**config.mk**
```make
export PLATFORM = sky130hd
export DESIGN_NAME = ram_arb_mc
export DESIGN_NICKNAME = d
export VERILOG_FILES = /design/src/rtl/ram_pkg.sv /design/src/rtl/ram_rr_arb.sv /design/src/rtl/ram_arb_mc.sv
export SDC_FILE = /design/constraint.sdc
export NUM_CORES = 1
export LEC_CHECK = 0
export BUFFER_PORTS_ARGS = -buffer_cell sky130_fd_sc_hd__buf_4
export CAP_MARGIN = 20
export CELL_PAD_IN_SITES_DETAIL_PLACEMENT = 2
export CELL_PAD_IN_SITES_GLOBAL_PLACEMENT = 2
export CORE_UTILIZATION = 21
export DETAILED_ROUTE_END_ITERATION = 8
export PLACE_DENSITY_LB_ADDON = 0.1
export SLEW_MARGIN = 20
export SYNTH_ARGS = -nofsm -noshare
export SYNTH_HDL_FRONTEND = slang
export SYNTH_HIERARCHICAL = 1
export SYNTH_SLANG_ARGS = --single-unit
```
**constraint.sdc**
```tcl
create_clock -name clk -period 1.9 [get_ports clk]
set_input_delay 0.095 -clock clk [delete_from_list [all_inputs] [get_ports clk]]
set_output_delay 0.095 -clock clk [all_outputs]
set_load 0.01 [all_outputs]
```
**src/rtl/ram_pkg.sv**
```systemverilog
// ram_pkg
// Shared definitions for the HyperRAM multi-channel front end:
//   - state_e     : transaction FSM encoding (IDLE, CMD, DATA, FIN)
//   - CA_*        : bit positions inside the 48-bit command/address word
//   - clog2()     : ceiling log2, used for parameter-derived widths
package ram_pkg;

    typedef enum logic [1:0] {
        ST_IDLE = 2'd0,
        ST_CMD  = 2'd1,
        ST_DATA = 2'd2,
        ST_FIN  = 2'd3
    } state_e;

    localparam int CA_W       = 48;
    localparam int CA_RW      = 47;  // 1 = read
    localparam int CA_AS      = 46;  // address space, 0 = memory
    localparam int CA_BT      = 45;  // burst type, 1 = linear
    localparam int CA_ADDR_HI = 44;  // upper address field holds addr[31:3]
    localparam int CA_ADDR_LO = 16;

    // Smallest r such that 2**r >= value (0 for value <= 1).
    function automatic int clog2(input int value);
        int r;
        r = 0;
        for (int i = 0; i < 31; i++) begin
            if ((1 << i) < value) begin
                r = i + 1;
            end
        end
        return r;
    endfunction

endpackage

```
**src/rtl/ram_rr_arb.sv**
```systemverilog
// ram_rr_arb
// Purely combinational NCH-wide arbiter.
//   req  : request vector
//   ptr  : round-robin search start (ignored in fixed-priority mode)
//   gnt  : one-hot grant
//   idx  : binary index of the granted channel
//   vld  : at least one request present
// PRIO_MODE = 0 searches req starting at ptr and wrapping; PRIO_MODE = 1
// searches from channel 0 upward, so the lowest index wins.
module ram_rr_arb
    import ram_pkg::*;
#(
    parameter int NCH       = 4,
    parameter int PRIO_MODE = 0,
    parameter int IW        = clog2(NCH)
) (
    input  logic [NCH-1:0] req,
    input  logic [IW-1:0]  ptr,
    output logic [NCH-1:0] gnt,
    output logic [IW-1:0]  idx,
    output logic           vld
);

    int            cand;
    logic [IW-1:0] cand_idx;

    // NOTE: every combinational output gets a default before any branch;
    // a path that leaves one unassigned would infer a latch.
    always_comb begin
        gnt      = '0;
        idx      = '0;
        vld      = 1'b0;
        cand     = 0;
        cand_idx = '0;
        for (int k = 0; k < NCH; k++) begin
            cand     = (PRIO_MODE != 0) ? k : ((int'(ptr) + k) % NCH);
            cand_idx = IW'(cand);
            // First hit in search order wins; later hits are masked by vld.
            if (!vld && req[cand_idx]) begin
                vld = 1'b1;
                idx = cand_idx;
            end
        end
        if (vld) begin
            gnt[idx] = 1'b1;
        end
    end

endmodule

```
**src/rtl/ram_arb_mc.sv**
```systemverilog
// ram_arb_mc
// Multi-channel front end for the HyperRAM PHY. NCH identical host channels
// compete for the PHY; the winner's command/address word is sent as three
// 16-bit beats, then its write data is forwarded to (or read data returned
// from) the PHY for one word or a BURST_LEN-word burst.
//
// Ports
//   clk, rst                 clock, asynchronous active-low reset
//   ch_req/rwn/burst/addr    per-channel request and its attributes
//   ch_ack                   one-cycle grant pulse to the winning channel
//   ch_txm/ch_txd            per-channel write mask/data (packed)
//   ch_txd_ack               write word consumed (granted channel only)
//   ch_rxd, ch_rxd_vld       read data (broadcast) and per-channel valid
//   phy_req, phy_fin         transaction active / end pulse
//   phy_rwn                  direction of the current transaction
//   phy_txc, phy_txc_ack     command beat and its handshake
//   phy_txm, phy_txd, phy_txd_ack   write mask/data and handshake
//   phy_rxd, phy_rxd_vld     read data from the PHY
module ram_arb_mc
    import ram_pkg::*;
#(
    parameter int NCH       = 4,
    parameter int AW        = 32,
    parameter int DW        = 16,
    parameter int BURST_LEN = 8,
    parameter int PRIO_MODE = 0
) (
    input  logic              clk,
    input  logic              rst,
    input  logic [NCH-1:0]    ch_req,
    input  logic [NCH-1:0]    ch_rwn,
    input  logic [NCH-1:0]    ch_burst,
    input  logic [NCH*AW-1:0] ch_addr,
    output logic [NCH-1:0]    ch_ack,
    input  logic [NCH*2-1:0]  ch_txm,
    input  logic [NCH*DW-1:0] ch_txd,
    output logic [NCH-1:0]    ch_txd_ack,
    output logic [DW-1:0]     ch_rxd,
    output logic [NCH-1:0]    ch_rxd_vld,
    output logic              phy_req,
    output logic              phy_fin,
    output logic              phy_rwn,
    output logic [15:0]       phy_txc,
    input  logic              phy_txc_ack,
    output logic [1:0]        phy_txm,
    output logic [DW-1:0]     phy_txd,
    input  logic              phy_txd_ack,
    input  logic [DW-1:0]     phy_rxd,
    input  logic              phy_rxd_vld
);

    localparam int IW = clog2(NCH);
    localparam int CW = clog2(BURST_LEN) + 1;

    // ------------------------------------------------------------------
    // Per-channel views of the packed buses
    // ------------------------------------------------------------------
    logic [AW-1:0] addr_a [NCH];
    logic [DW-1:0] txd_a  [NCH];
    logic [1:0]    txm_a  [NCH];

    for (genvar i = 0; i < NCH; i++) begin : g_unpack
        assign addr_a[i] = ch_addr[i*AW +: AW];
        assign txd_a[i]  = ch_txd[i*DW +: DW];
        assign txm_a[i]  = ch_txm[i*2 +: 2];
    end

    // ------------------------------------------------------------------
    // State
    // ------------------------------------------------------------------
    state_e         state_q, state_d;
    logic [IW-1:0]  gidx_q,  gidx_d;
    logic           rwn_q,   rwn_d;
    logic           burst_q, burst_d;
    logic [AW-1:0]  addr_q,  addr_d;
    logic [1:0]     beat_q,  beat_d;
    logic [CW-1:0]  cnt_q,   cnt_d;
    logic [IW-1:0]  ptr_q,   ptr_d;
    logic [NCH-1:0] ack_q,   ack_d;

    // ------------------------------------------------------------------
    // Arbiter
    // ------------------------------------------------------------------
    logic [NCH-1:0] arb_gnt;
    logic [IW-1:0]  arb_idx;
    logic           arb_vld;

    ram_rr_arb #(
        .NCH       (NCH),
        .PRIO_MODE (PRIO_MODE),
        .IW        (IW)
    ) u_arb (
        .req (ch_req),
        .ptr (ptr_q),
        .gnt (arb_gnt),
        .idx (arb_idx),
        .vld (arb_vld)
    );

    // ------------------------------------------------------------------
    // Command/address word
    // ------------------------------------------------------------------
    logic [31:0]     addr32;
    logic [CA_W-1:0] ca;

    assign addr32 = 32'(addr_q);

    // Bits [15:3] stay 0: the device takes only the halfword offset within
    // a 16-byte row in the low field, the rest of the address sits above.
    always_comb begin
        ca                        = '0;
        ca[CA_RW]                 = rwn_q;
        ca[CA_AS]                 = 1'b0;
        ca[CA_BT]                 = 1'b1;
        ca[CA_ADDR_HI:CA_ADDR_LO] = addr32[31:3];
        ca[2:0]                   = addr32[2:0];
    end

    // ------------------------------------------------------------------
    // Next-state logic
    // ------------------------------------------------------------------
    logic word_evt;

    // Only the handshake that matches the transaction direction counts.
    assign word_evt = rwn_q ? phy_rxd_vld : phy_txd_ack;

    always_comb begin
        state_d = state_q;
        gidx_d  = gidx_q;
        rwn_d   = rwn_q;
        burst_d = burst_q;
        addr_d  = addr_q;
        beat_d  = beat_q;
        cnt_d   = cnt_q;
        ptr_d   = ptr_q;
        ack_d   = '0;

        unique case (state_q)
            ST_IDLE: begin
                if (arb_vld) begin
                    gidx_d  = arb_idx;
                    rwn_d   = ch_rwn[arb_idx];
                    burst_d = ch_burst[arb_idx];
                    addr_d  = addr_a[arb_idx];
                    beat_d  = 2'd0;
                    ack_d   = arb_gnt;
                    ptr_d   = (arb_idx == IW'(NCH - 1)) ? '0 : arb_idx + 1'b1;
                    state_d = ST_CMD;
                end
            end

            ST_CMD: begin
                if (phy_txc_ack) begin
                    if (beat_q == 2'd2) begin
                        cnt_d   = burst_q ? CW'(BURST_LEN) : CW'(1);
                        state_d = ST_DATA;
                    end else begin
                        beat_d = beat_q + 2'd1;
                    end
                end
            end

            ST_DATA: begin
                if (word_evt) begin
                    cnt_d = cnt_q - 1'b1;
                    if (cnt_q == CW'(1)) begin
                        state_d = ST_FIN;
                    end
                end
            end

            ST_FIN: begin
                state_d = ST_IDLE;
            end

            default: begin
                state_d = ST_IDLE;
            end
        endcase
    end

    // ------------------------------------------------------------------
    // Registers
    // ------------------------------------------------------------------
    // NOTE: sequential state uses non-blocking assignments so every flop
    // samples the pre-edge value of its neighbours.
    always_ff @(posedge clk or negedge rst) begin
        if (!rst) begin
            state_q <= ST_IDLE;
            gidx_q  <= '0;
            rwn_q   <= 1'b0;
            burst_q <= 1'b0;
            addr_q  <= '0;
            beat_q  <= 2'd0;
            cnt_q   <= '0;
            ptr_q   <= '0;
            ack_q   <= '0;
        end else begin
            state_q <= state_d;
            gidx_q  <= gidx_d;
            rwn_q   <= rwn_d;
            burst_q <= burst_d;
            addr_q  <= addr_d;
            beat_q  <= beat_d;
            cnt_q   <= cnt_d;
            ptr_q   <= ptr_d;
            ack_q   <= ack_d;
        end
    end

    // ------------------------------------------------------------------
    // Outputs
    // ------------------------------------------------------------------
    logic in_wr;
    logic in_rd;

    assign in_wr = (state_q == ST_DATA) && !rwn_q;
    assign in_rd = (state_q == ST_DATA) &&  rwn_q;

    assign ch_ack  = ack_q;
    assign phy_req = (state_q == ST_CMD) || (state_q == ST_DATA);
    assign phy_fin = (state_q == ST_FIN);
    assign phy_rwn = rwn_q;

    // Read data is broadcast; it is only forced low while reset is held so
    // that every output is quiet during reset.
    assign ch_rxd = rst ? phy_rxd : '0;

    always_comb begin
        phy_txc = 16'h0000;
        if (state_q == ST_CMD) begin
            unique case (beat_q)
                2'd0:    phy_txc = ca[47:32];
                2'd1:    phy_txc = ca[31:16];
                default: phy_txc = ca[15:0];
            endcase
        end
    end

    always_comb begin
        phy_txd    = '0;
        phy_txm    = 2'b00;
        ch_txd_ack = '0;
        ch_rxd_vld = '0;
        if (in_wr) begin
            phy_txd            = txd_a[gidx_q];
            phy_txm            = txm_a[gidx_q];
            ch_txd_ack[gidx_q] = phy_txd_ack;
        end
        if (in_rd) begin
            ch_rxd_vld[gidx_q] = phy_rxd_vld;
        end
    end

endmodule

```
### Word level (Yosys, flattened, before mapping)

Cells that the tools add are included.

* register bits: 50
* bits of input ports: 233
* output and inout bits: 65
* word-level logic and storage cells: 121

* add/subtract/negate cells: 6
* order comparisons: 10
* eq/ne operators: 13
* muxes and demuxes: 59
* bitwise gates (word level): 4
* reduce and logical (&&, ||, !) cells: 20

Operators with widths (count)
* 16-bit two-way mux: 5
* 32-bit binary-select mux with 2-bit select: 1
* 32-bit two-way mux: 2
* 16-bit binary-select mux with 2-bit select: 1
* 2-bit two-way mux: 16
* 4-bit two-way mux: 8
* 16-bit case mux with 2 select lines: 1
* 2-bit by 3-bit less-than comparator with 1-bit output (second input constant): 6
* 1-bit two-way mux: 13
* 1-bit binary-select mux with 2-bit select: 6
* 2-bit != test (second input constant): 6
* 4-bit AND: 2
* 2-bit equality test (second input constant): 4
* 2-bit case mux with 4 select lines: 1
* 4-bit case mux with 2 select lines: 1
* 4-bit AND reduction: 2
* 1-bit logical AND: 7
* 2-bit by 1-bit adder with 2-bit output (second input constant): 3
* 3-bit >= comparator (second input constant): 2
* 2-bit NOT with 3-bit output: 2
* 5-bit AND reduction: 1
* 2-bit adder (second input constant): 2
* 2-bit binary-select mux with 2-bit select: 1
* 1-bit demux with 2-bit select: 2
* other kinds (10): 17

### Depth between registers and ports, before layout

* depth after elaboration: 18
* mapped depth: 8
* mapped depth without buffers: 6

### Modules after synthesis

Netlist, hierarchy kept.

Modules (own cells, without submodules)
* ram_arb_mc: instances 1, cells an instance 310, area each 3992.6 µm², sequential area each 1251.2 µm²
* ram_rr_arb: instances 1, cells an instance 32, area each 182.7 µm², sequential area each 0.0 µm²

### Worst setup path after synthesis

Ideal clock, no wire load.

* kind: register to register
* start point: register ptr_q[0]
* end point: register addr_q[3] (netlist: addr32[3])
* library setup time: 0.125 ns
* arrival time: 1.945 ns
* data required time: 1.775 ns
* path slack: -0.170 ns
* cell stages (with the launch flop): 8
* buffers on the path: 2
* path through: dfrtp_1 nand2b_2 a21oi_1 a211oi_2 buf_6 buf_12 mux4_2 mux2_2

* longest elaborated chain between the ends: 16
* elaborated cells between the ends (all ways): 30
* those cells by class: 3 x add/sub; 19 x mux; 1 x bitwise; 7 x reduce/logical

RTL lines
* start: declaration: RTL line ram_arb_mc.sv:78 `logic [IW-1:0] ptr_q, ptr_d;`
* start signal: assignment: RTL line ram_arb_mc.sv:206 `ptr_q <= ptr_d;`
* parallel branches: the longest is 11 deep, another holds 2-bit by 1-bit adder with 2-bit output
* 2-bit two-way mux *: RTL line ram_rr_arb.sv:39 `if (!vld && req[cand_idx]) begin`
* named net arb_idx[0]: RTL line ram_arb_mc.sv:85 `logic [IW-1:0] arb_idx;`
* 2-bit NOT with 3-bit output (implied by the code) *: RTL line ram_arb_mc.sv:144 `addr_d = addr_a[arb_idx];`
* 32-bit binary-select mux with 2-bit select *: RTL line ram_arb_mc.sv:144
* 32-bit two-way mux (implied by the code) * (2 in a row): RTL line ram_arb_mc.sv:144
* end signal: assignment: RTL line ram_arb_mc.sv:203 `addr_q <= addr_d;`
* end: declaration: RTL line ram_arb_mc.sv:75 `logic [AW-1:0] addr_q, addr_d;`

Mark *: on every way through the listed nets, which the timed path passes. The select of a mux whose other input is x is not followed.
A chain may end at the register's enable or synchronous reset.

### Worst setup path in the final report

* start point: register ptr_q[0]
* end point: register addr_q[9] (netlist: addr32[9])

The elaborated chain is that of the path after synthesis.

==> impl_results.md <==
- Outcome: complete, but fails checks
- Violated checks: setup timing
- CTS Sinks: 50
- Final wirelength: just under 20000 um
- Clk buf depth: 2
- Critical Path RT: between 2 and 2.5 ns
- Initial core utilization: about 21%
- Synth top area share: roughly 30%
- Dominant cell type by area after synthesis: dfrtp_1
- Worst setup EP type: register
- Pwr per Cell Area: roughly 1300 nW/um^2
- CP Launch Type: register
- Crit-path max cell delay: about 0.50 ns
- FF+latch count, synth: 50
- Critical path, cell by cell: nand2b_4 > o21ai_4 > a211oi_4 > buf_12 > clkbuf_16 > mux4_2 > mux2_2
- GR Overflow Total: 0
- Global-route wire length before repair: 27500 um
- Hold WS: around 0.24 ns
- Die area: slightly above 20000 um^2
- Routed WL per cell: between 20 and 25 um
- Fin cells: 930
- Fin crit share: 114%
- DP Cell Count: 907
- Via density: ~4.6
- CTS root buffer: clkbuf_16
- Net Sw Frac: around 37%
- Design area: approximately 7400 um^2
- Fin nets: slightly above 900
- Worst Clk Skew: between 0.01 and 0.015 ns
- 1st-iter DRT viols: between 90 and 100
- IO Port Bufs: 297
- Sw Pwr: 0.00361 W
- Share of post-route cells with drive strength above 1: between 60% and 70%
- Pleak: approximately 3.4 nW
- Highest-delay cell along the critical path: mux4_2
- DIE HEIGHT: roughly 140 um
- 1st-pass router iterations: 4
- Crit-path leading delay family: multiplexers
- Post-route worst setup slack: -0.260 ns
- Int Pwr: between 0.006 and 0.007 W
- Combinational power share: between 60% and 70%
- Pin count of the biggest net entering global routing: 35
- Area contributors post-synth: dfrtp_1 (30%), mux4_2 (25%), mux2_2 (11%), nor2b_1 (5.1%), mux4_1 (3.8%)
- CP arrival: 2.34 ns
- Max-cap violations: 0
- Hold Crit Class: input port to register
- Worst VDD drop: between 0.4 and 0.5 mV
- Via count: 4238
- WS Path Type: register to register
- Primary FF master, synth: dfrtp_1
- Post-synthesis cell type count: 42
- Worst Path Buf+Inv: 2
- Fin util: 38.3%
- Hpwl dp: roughly 15000 um
- Detail Route Antenna Nets: 0
- Sequential Power Share: about a fifth
- Initial antenna violation count: 0
- Slew HR: 70.0%
- Synthesis Warnings: 6
- H-Tree Depth: 2
- Post-synthesis cell count: roughly 340
- Antenna Cells: 0
- Min Tclk post-route: 2.16 ns
- Num CTS Buffers: 5
- Number of synthesized flops with an enable pin: 0
- Setup violators final: 35
- Sequential share of the synthesized area: 30.0%
- Worst-path clk slew: roughly 0.080 ns
- Total GRT Usage: a little under a fifth
- Post-synthesis net count: a little under 600
- CTS tree: yes
- Layout Area Growth over Synthesis: 78.4%
- Die width: ~140 um
- Max Slew Vio Count: 0
- Worst Max-Slew Pin Slew: roughly 0.45 ns
- Final Hold Viols: 0
- Clock Power Share: 12.5%
- Clock latency on the worst-skew pair: approximately 0.30 ns
- Most frequent cell after synthesis: dfrtp_1
- Post-DP Area: ~6900 um^2
- Core region area: just under 20000 um^2
- CP Max Fanout: 8
- Num rows: a little over 50
- Max frequency: around 460 MHz
- Post-route DRC: 0
- Most frequent cells after synthesis: dfrtp_1 (50), mux4_2 (46), mux2_2 (39), nor2b_1 (34), and2_1 (16)
- I/O pin cnt: ~300
- GPL Wtd Cong: about 0.74
- Cell Area, Synth: approximately 4200 um^2
- Via count of the first global-routing pass: 4824
- Post-synth ARST share: 100%
- Mean Syn Cell Area: around 12 um^2
- RSZ-0062 raised after global routing: yes
timing repair:
action | 4_1_cts | 5_1_grt
cloned | 4 | 2
hold buffers | 1 | 0
pin swaps | 3 | 0
resized for setup | 21 | 27
hold endpoints to repair | 17 | 0
buffers inserted | 8 | 0
endpoints found under the setup margin | 42 | 51
stage by stage:
| step | worst slack [ns] | total power [W] | setup TNS (ns) |
|---|---|---|---|
| CTS | -0.195 | 0.00963 | -5.70 |
| global placement | -0.232 | 0.00762 | -6.43 |
| detailed placement | -0.312 | 0.00785 | -8.94 |
| finish | -0.260 | 0.00987 | -7.13 |
| global route | -0.341 | 0.0106 | -10.28 |
| floorplan | -0.160 | 0.00565 | -4.80 |
sequential cells by signal, summed over array words and instances, names as in the netlist:
register  cells
addr32       32
beat_q        2
burst_q       1
ch_ack        4
cnt_q         4
gidx_q        2
phy_rwn       1
ptr_q         2
state_q       2
routing by layer:
| layer | up-vias | track usage (%) | share of wire (%) |
|---|---|---|---|
| met4 | 0 | 3.23 | 1.2 |
| met3 | 11 | 4.53 | 6.0 |
| li1 | 1942 | - | - |
| met5 | - | 0 | 0 |
| met2 | 153 | 35.8 | 57 |
| met1 | 2132 | 19.5 | 36 |
placed cells by master (no fill, tap or decap), types with 8 or more instances in the layout:
cell type and n:
buf_4 323, mux4_2 52, dfrtp_1 48, nor2b_1 33, mux2_2 31, and2_1 16, a22oi_1 14, nor2_1 11
nand2_1 11, inv_1 9, mux2_4 8, buf_12 8
layout make-up:
| class | instances | area (um^2) |
|---|---|---|
| Clock buffer | 6 | 139 |
| Clock inverter | 2 | 60.1 |
| Fill cell | 2081 | 12000 |
| Inverter | 11 | 41.3 |
| Multi-Input combinational cell | 253 | 2810 |
| Sequential cell | 50 | 1250 |
| Tap cell | 265 | 332 |
| Timing Repair Buffer | 343 | 2820 |
final timing paths:
check                                  from    endpoint  slack, ns  depth (start not counted)
worst max-delay path               ptr_q[0]   addr32[9]      -0.26                          7
worst min-delay path            ch_addr[86]  addr32[22]       0.24                          3
worst max register to register     ptr_q[0]   addr32[9]      -0.26                          7
worst min register to register   addr32[20]  addr32[20]       0.51                          1
max in group asynchronous               rst    ptr_q[1]       0.83                          3
min in group asynchronous               rst   ch_ack[1]       0.27                          2
power groups by stage:
stage / registers [W] / logic [W] / clock network [W]
final: 0.00202 / 0.00662 / 0.00124
after global routing: 0.00209 / 0.00716 / 0.00131
after floorplan: 0.00185 / 0.00380 / 0
after global placement: 0.00199 / 0.00563 / 0
after CTS: 0.00200 / 0.00636 / 0.00127
after detailed placement: 0.00201 / 0.00584 / 0
worst register-to-register path: stages, from the launching register on:
cell and delay, ns:
dfrtp_1 0.38, nand2b_4 0.15, o21ai_4 0.06, a211oi_4 0.27, buf_12 0.21, clkbuf_16 0.18, mux4_2 0.50, mux2_2 0.29
cell families after synthesis:
| family | count (synthesis) | share of synthesized area (%) |
|---|---|---|
| buffers and inverters | 39 | 5.33 |
| multiplexers | 92 | 39.3 |
| AND/OR/NAND/NOR | 105 | 14.3 |
| flip-flops | 50 | 30.0 |
| AO/OA/AOI/OAI | 45 | 7.79 |
| adder cells (fa/ha/maj) | 11 | 3.30 |
Note: power is estimated with default switching activity, not from simulation.
